`config.mk`:
```
export PLATFORM = sky130hd
export DESIGN_NAME = sn_stream_sched
export DESIGN_NICKNAME = d
export VERILOG_FILES = /design/src/rtl/sng_pkg.sv /design/src/rtl/sn_operand_shadow.sv /design/src/rtl/sn_stream_sched.sv
export SDC_FILE = /design/constraint.sdc
export NUM_CORES = 1
export LEC_CHECK = 0
export ABC_AREA = 1
export CAP_MARGIN = 20
export CORE_MARGIN = 4
export CORE_UTILIZATION = 43
export DETAILED_ROUTE_END_ITERATION = 12
export GPL_TIMING_DRIVEN = 0
export PLACE_DENSITY_LB_ADDON = 0.08
export SYNTH_ARGS = -nofsm -noshare
export SYNTH_HDL_FRONTEND = slang
export SYNTH_SLANG_ARGS = --single-unit
```
`constraint.sdc`:
```
create_clock -name i_clk_sch -period 2.8 [get_ports i_clk_sch]
set_input_delay 0.56 -clock i_clk_sch [delete_from_list [all_inputs] [get_ports i_clk_sch]]
set_output_delay 0.56 -clock i_clk_sch [all_outputs]
set_load 0.005 [all_outputs]
```
`src/rtl/sng_pkg.sv`:
```
// Shared types and defaults for the stochastic-number stream scheduler.
package sng_pkg;

  typedef enum logic [2:0] {
    IDLE,
    START,
    WARM,
    RUN,
    STOP
  } sch_state_t;

  localparam int SNG_XW         = 4;
  localparam int SNG_STREAM_LEN = 16;

endpackage

```
`src/rtl/sn_operand_shadow.sv`:
```
// One-deep operand holding register with full flag; ready also opens on the draining cycle.
module sn_operand_shadow
  import sng_pkg::*;
#(
  parameter int W = 8 * SNG_XW
) (
  input  logic         i_clk,
  input  logic         i_rst,
  input  logic         i_load,
  input  logic [W-1:0] i_data,
  input  logic         i_drain,
  input  logic         i_clear,
  output logic [W-1:0] o_data,
  output logic         o_full,
  output logic         o_ready
);

  logic         r_full;
  logic [W-1:0] r_data;

  // Clear outranks a load; a load on the draining cycle keeps the register full.
  always_ff @(posedge i_clk or posedge i_rst) begin
    if (i_rst) begin
      r_full <= 1'b0;
    end else if (i_clear) begin
      r_full <= 1'b0;
    end else if (i_load) begin
      r_full <= 1'b1;
    end else if (i_drain) begin
      r_full <= 1'b0;
    end
  end

  always_ff @(posedge i_clk) begin
    if (i_load) begin
      r_data <= i_data;
    end
  end

  assign o_data  = r_data;
  assign o_full  = r_full;
  assign o_ready = !r_full || i_drain;

endmodule

```
`src/rtl/sn_stream_sched.sv`:
```
// Sequencer for a bank of SNG lanes: shadowed operand intake, start/stop pulses, bit-window timing.
// Defining SNG_SCHED_PERF_EN adds saturating completed-stream and abort counters as outputs.
module sn_stream_sched
  import sng_pkg::*;
#(
  parameter int N_LANE     = 8,
  parameter int XW         = SNG_XW,
  parameter int STREAM_LEN = SNG_STREAM_LEN,
  parameter int START_LAT  = 2,
  parameter int CNT_W      = $clog2(STREAM_LEN)
) (
  input  logic                 i_clk_sch,
  input  logic                 i_rst_sch,
  input  logic                 i_x_valid,
  output logic                 o_x_ready,
  input  logic [N_LANE*XW-1:0] i_x_data,
  input  logic                 i_abort,
  output logic [N_LANE*XW-1:0] o_lane_x,
  output logic                 o_lane_start,
  output logic                 o_lane_stop,
  output logic                 o_bit_valid,
  output logic                 o_bit_last,
  output logic                 o_busy
`ifdef SNG_SCHED_PERF_EN
  ,
  output logic [15:0]          o_stream_cnt,
  output logic [15:0]          o_abort_cnt
`endif
);

  localparam int DW     = N_LANE * XW;
  localparam int WARM_W = (START_LAT > 1) ? $clog2(START_LAT) : 1;

  sch_state_t        r_state;
  sch_state_t        w_state_nxt;
  logic [WARM_W-1:0] r_warm;
  logic [CNT_W-1:0]  r_bit;
  logic [DW-1:0]     r_lane_x;
  logic [DW-1:0]     w_shadow_x;
  logic              w_shadow_full;
  logic              w_shadow_load;
  logic              w_drain;

  // Abort drops a vector offered on the same cycle.
  assign w_shadow_load = i_x_valid && o_x_ready && !i_abort;

  sn_operand_shadow #(
    .W (DW)
  ) u_shadow (
    .i_clk   (i_clk_sch),
    .i_rst   (i_rst_sch),
    .i_load  (w_shadow_load),
    .i_data  (i_x_data),
    .i_drain (w_drain),
    .i_clear (i_abort),
    .o_data  (w_shadow_x),
    .o_full  (w_shadow_full),
    .o_ready (o_x_ready)
  );

  always_ff @(posedge i_clk_sch or posedge i_rst_sch) begin
    if (i_rst_sch) begin
      r_state <= IDLE;
    end else begin
      r_state <= w_state_nxt;
    end
  end

  // The bit counter restarts on every entry to RUN, so it never wraps within a stream.
  always_ff @(posedge i_clk_sch or posedge i_rst_sch) begin
    if (i_rst_sch) begin
      r_warm <= '0;
      r_bit  <= '0;
    end else begin
      if (r_state == START) begin
        r_warm <= WARM_W'(START_LAT - 1);
      end else if (r_state == WARM && r_warm != '0) begin
        r_warm <= r_warm - 1'b1;
      end
      if (r_state == RUN) begin
        r_bit <= r_bit + 1'b1;
      end else begin
        r_bit <= '0;
      end
    end
  end

  always_ff @(posedge i_clk_sch or posedge i_rst_sch) begin
    if (i_rst_sch) begin
      r_lane_x <= '0;
    end else if (w_drain) begin
      r_lane_x <= w_shadow_x;
    end
  end

  always_comb begin
    w_state_nxt  = r_state;
    w_drain      = 1'b0;
    o_lane_start = 1'b0;
    o_lane_stop  = 1'b0;
    o_bit_valid  = 1'b0;
    o_bit_last   = 1'b0;
    case (r_state)
      IDLE: begin
        if (w_shadow_full && !i_abort) begin
          w_drain     = 1'b1;
          w_state_nxt = START;
        end
      end
      START: begin
        o_lane_start = 1'b1;
        w_state_nxt  = i_abort ? STOP : WARM;
      end
      WARM: begin
        if (i_abort) begin
          w_state_nxt = STOP;
        end else if (r_warm == '0) begin
          w_state_nxt = RUN;
        end
      end
      RUN: begin
        if (i_abort) begin
          w_state_nxt = STOP;
        end else begin
          o_bit_valid = 1'b1;
          if (r_bit == CNT_W'(STREAM_LEN - 1)) begin
            o_bit_last  = 1'b1;
            w_state_nxt = STOP;
          end
        end
      end
      STOP: begin
        o_lane_stop = 1'b1;
        if (w_shadow_full && !i_abort) begin
          w_drain     = 1'b1;
          w_state_nxt = START;
        end else begin
          w_state_nxt = IDLE;
        end
      end
      default: begin
        w_state_nxt = IDLE;
      end
    endcase
  end

  assign o_lane_x = r_lane_x;
  assign o_busy   = (r_state != IDLE);

`ifdef SNG_SCHED_PERF_EN
  logic        w_kill;
  logic [15:0] r_stream_cnt;
  logic [15:0] r_abort_cnt;

  assign w_kill = i_abort && (r_state == START || r_state == WARM || r_state == RUN);

  always_ff @(posedge i_clk_sch or posedge i_rst_sch) begin
    if (i_rst_sch) begin
      r_stream_cnt <= '0;
      r_abort_cnt  <= '0;
    end else begin
      if (o_bit_last && r_stream_cnt != 16'hFFFF) begin
        r_stream_cnt <= r_stream_cnt + 16'd1;
      end
      if (w_kill && r_abort_cnt != 16'hFFFF) begin
        r_abort_cnt <= r_abort_cnt + 16'd1;
      end
    end
  end

  assign o_stream_cnt = r_stream_cnt;
  assign o_abort_cnt  = r_abort_cnt;
`endif

endmodule

```
# Word-level counts from Yosys, hierarchy flattened
# Cells that the tools add are included.
classes:
  n_addsub: 2
  eq_ne: 8
  muxes: 23
  n_reduce_logical: 13
ops:
  columns: ["cell", "n"]
  rows:
  - ["$mux W3", 6]
  - ["$mux W1", 15]
  - ["$pmux W3 S5", 1]
  - ["$eq A3 B2 Y1 const B", 2]
  - ["$reduce_bool A3 Y1", 2]
  - ["$add A4 B1 Y4 const B", 1]
  - ["$eq A4 B4 Y1 const B", 1]
  - ["$logic_and A1 B1 Y1", 4]
  - ["$mux W4", 1]
  - ["$eq A3 B1 Y1 const B", 1]
  - ["$eq A3 B3 Y1 const B", 1]
  - ["$logic_not A3 Y1", 1]
  - ["$ne A3 B2 Y1 const B", 1]
  - ["$ne A3 B3 Y1 const B", 1]
  - ["$reduce_and A3 Y1", 1]
  - ["$logic_not A1 Y1", 2]
  - ["$ne A2 B2 Y1 const B", 1]
  - ["$reduce_bool A2 Y1", 1]
  - ["$reduce_or A2 Y1", 1]
  - ["$logic_or A1 B1 Y1", 1]
  - ["$sub A1 B1 Y1 const B", 1]
totals:
  regBits: 73
  input_bits: 36
  out_inout_bits: 38
  word_cells: 52

# Logic depth before layout (Yosys ltp)
depth:
  ltp_word: 9
  mapped_depth: 7
  ltp_nobuf: 6

# Cells and area by module
# Synthesis repeated with hierarchy kept, for this count alone.
unflattened:
  cells_unflattened: 237
  area_unflattened_um2: 2733.9
by_module_without_submodules:
  columns: ["mod", "n_inst", "cells_each", "area_each_um2", "seq_area_each_um2"]
  rows:
  - ["sn_stream_sched", 1, 199, 1721.7, 1001.0]
  - ["sn_operand_shadow", 1, 38, 1012.2, 985.9]

# Least setup slack after synthesis
# OpenSTA, ideal clock, no wires.
synth_timing:
  path_type: "input -> register"
  startpoint: "input i_abort"
  endpoint: "register u_shadow.r_data[0], in the netlist u_shadow.o_data[0] (enable)"
  setup_time_ps: 421
  t_arrival_ps: 2451
  required_time_ps: 2379
  path_slack_ps: -72
  stages: 6
  n_path_buf: 1
  cell_sequence: "buf_2 > nor2_4 > nand2_4 > nand2_1 > nand2_1 > nor2_1"
synth_via:
  elab_chain_len: 7
synth_rtl:
  columns: ["element", "line_no", "source"]
  rows:
  - ["start: declaration", "sn_stream_sched.sv:17", "input logic i_abort,"]
  - ["$logic_not A1 Y1", "sn_stream_sched.sv:105, sn_stream_sched.sv:134", null]
  - ["$logic_and A1 B1 Y1", "sn_stream_sched.sv:105, sn_stream_sched.sv:134", null]
  - ["$mux W1", "sn_stream_sched.sv:105, sn_stream_sched.sv:134", null]
  - ["$mux W1", null, null]
  - ["$logic_or A1 B1 Y1", "sn_operand_shadow.sv:42", "assign o_ready = !r_full || i_drain;"]
  - ["via o_x_ready", "sn_stream_sched.sv:15", "output logic o_x_ready,"]
  - ["$logic_and A1 B1 Y1 (2 in series)", "sn_stream_sched.sv:45", "assign w_shadow_load = i_x_valid && o_x_ready && !i_abort;"]
  - ["via u_shadow.i_load", "sn_operand_shadow.sv:9", "input logic i_load,"]
  - ["end signal: assignment", "sn_operand_shadow.sv:36", "r_data <= i_data;"]
  - ["end: declaration", "sn_operand_shadow.sv:19", "logic [W-1:0] r_data;"]
# The timed path passes the listed nets, and every way through them passes these cells.
# A chain may end at the register's enable or synchronous reset.

# Final worst setup path
layout_timing:
  startpoint: "register r_state[1]"
  endpoint: "output o_bit_last"
layout_via:
  elab_chain_len: 2
layout_rtl:
  columns: ["element", "line_no", "source"]
  rows:
  - ["start: declaration", "sn_stream_sched.sv:34", "sch_state_t r_state;"]
  - ["start signal: assignment", "sn_stream_sched.sv:65", "r_state <= w_state_nxt;"]
  - ["$eq A3 B2 Y1", "sn_stream_sched.sv:103", "case (r_state)"]
  - ["$mux W1", "sn_stream_sched.sv:103", null]
  - ["end: declaration", "sn_stream_sched.sv:22", "output logic o_bit_last,"]
# Every way passes these cells.

==> metrics.txt <==
Global Route Usage Sum 0.153; Worst EP required 2240 ps; Initial DRC Count 94; slowest cell delay on critical path 530 ps; CTS Hold Bufs 0; Critical Path AT 1850 ps; Period minus WS final between 2000 and 2500 ps; DRT Wirelength 5.35 mm; largest net degree at the start of global routing 40; Yosys cell types 20; clk buf depth 2; Setup crit end kind output port; Root Buffer Master clkbuf_8; # rows 28; Layout Area Growth over Synthesis 39.8%; Syn Nets between 200 and 300; Synth Instances approximately 240; DR DRC count 0; Avg Cell Area, Syn around 11 µm²; Core Area 5990 µm²; multi-input logic area 619 µm²; P_leak 0.00167 µW; Hold WC Path Type in2async; detailed placer's ending HPWL 3.55 mm; post-CTS setup buffers 0; Final Hold Viols 0; routed vias around 1.8k; hold_ws about 390 ps; max-cap violations 0; max_slew headroom 0.353; Fmax 416 MHz; post-synth top area share 0.381; cell area after synthesis ~2700 µm²; RSZ-0062 raised after global routing no; power after layout about 3500 µW; status finished, final reports clean; H-tree depth 3; VDD IR max approximately 0.49 mV; Worst Path Class, Setup reg2out; Startpoint Class register; fin area roughly 3800 µm²; Clock transition at path regs 80 ps; endpoints failing setup 0; CP Cell Sequence nand2_1 > nor2_2 > inv_1 > nor3_1 > clkdlybuf4s50_1; CTS Buf Count 9; crit-path max FO 6; vias in the first global route roughly 1.8k; Nets 356; Yosys reg bits 73; pre-CTS setup slack 398 ps; Vias/cell 4.60; Max Slew Vio Count 0; diodes inserted 0; final worst slack 394 ps; fin util 0.629; I/O pins 74; Initial Util 0.450; Reg area around 2000 µm²; Max Clock Skew 10.2 ps; CTS Sinks 73; CP max stage cell clkdlybuf4s50_1; layout cells sized above 1 0.0957; post-CTS resize count 0; gpl congestion 0.819; DIE WIDTH 87.2 µm; WL/cell ~13 µm; die span in y between 80 and 90 µm; initial antenna violation count 0; Worst Tran Pin Value approximately 970 ps; first-pass GRT wire length 8.64 mm; final worst path period share 0.859; IO buf count 72; Syn. warnings 0; Die ar. 7600 µm²; Worst-Skew Late Latency 340 ps; Pre-antenna DRT Iters 4; CTS tree yes; PD cells 932 nW/µm²; GRT overflow 0; sequential cell area fraction in the yosys report 0.737; DP Area 3540 µm²; Final ANT Viol Nets 0; cell taking the most area after synthesis dfrtp_1; fillers approximately 490; largest cells by area after synthesis dfrtp_1 38%, edfxtp_1 36%, nand2_1 15%, nor2_1 2.1%, nand3_1 1.5%
sequential cells by signal, indices dropped and copies added (netlist names):
name             flops
r_state              3
u_shadow.o_data     32
u_shadow.o_full      1
r_warm               1
o_lane_x            32
r_bit                4
layout make-up:
class,count,area share
flip-flops and latches,73,0.527
repair buffers,73,0.197
multi-input cells,144,0.164
clock buffers,12,0.0412
well taps,75,0.0249
clock inverters,4,0.0199
plain buffers,7,0.0143
inverters,11,0.0116
placed cells by master (no fill, tap or decap), types with 2 or more instances in the layout:
cell type	count
clkinvlp_4	2
nor2_1	14
dfrtp_1	41
buf_6	3
nor2_4	3
clkbuf_8	11
nor3_1	3
buf_2	4
nand3_1	8
edfxtp_1	32
inv_1	9
clkdlybuf4s50_1	72
bufinv_16	2
nand2_1	107
final timing paths:
path / startpoint / to / slack (ps) / cells past startpoint
worst max-delay path: r_state[1] / o_bit_last / 390 / 5
worst min-delay path: i_rst_sch / r_warm / 390 / 2
worst max register to register: r_state[1] / u_shadow.o_data[31] / 650 / 5
worst min register to register: u_shadow.o_data[25] / o_lane_x[25] / 440 / 2
max in group asynchronous: i_rst_sch / o_lane_x[23] / 2000 / 3
min in group i_clk_sch: u_shadow.o_data[25] / o_lane_x[25] / 440 / 2
cells by family (layout without fill, tap and decap cells):
family	after synthesis	in the layout	synth area share
AOI/OAI and AO/OA	3	3	0.00696
adders and majority gates	1	1	0.00464
and+or+nand+nor	138	138	0.209
xor gates and xnor gates	2	2	0.00650
DFF	73	73	0.737
buffers and inverters	18	107	0.0362
critical path, delay by kind of cell (launching register included):
kind | cells | cell delay (ps)
DFF | 1 | 480
and+or+nand+nor | 3 | 390
buffers and inverters | 2 | 640
synthesized netlist by cell type (all sizes together):
master  count
nand3       9
nor2       18
a21oi       1
ha          1
nor3        3
buf         7
nand2     108
inv        11
dfrtp      41
a21o        1
o22ai       1
edfxtp     32
xor2        1
xnor2       1
power by group:
part	switching [µW]	total [µW]	leakage, µW	internal, µW
combinational	418	1030	0.000744	611
sequential	161	1560	0.000815	1400
clock	377	927	0.000109	551
metal layers:
layer,vias up,share of wire,global-route usage
met2,56,0.49,0.250
met4,0,0.013,0.0669
met3,6,0.077,0.0587
met1,855,0.42,0.181
met5,-,0,0
li1,917,-,-
metrics by stage:
stage	std cells	setup TNS, ps
after floorplan	235	0
after global placement	382	-2130
after detailed placement	383	0
after CTS	399	0
after global routing	399	0
final	399	0
Power figures use the tool's default switching activity.
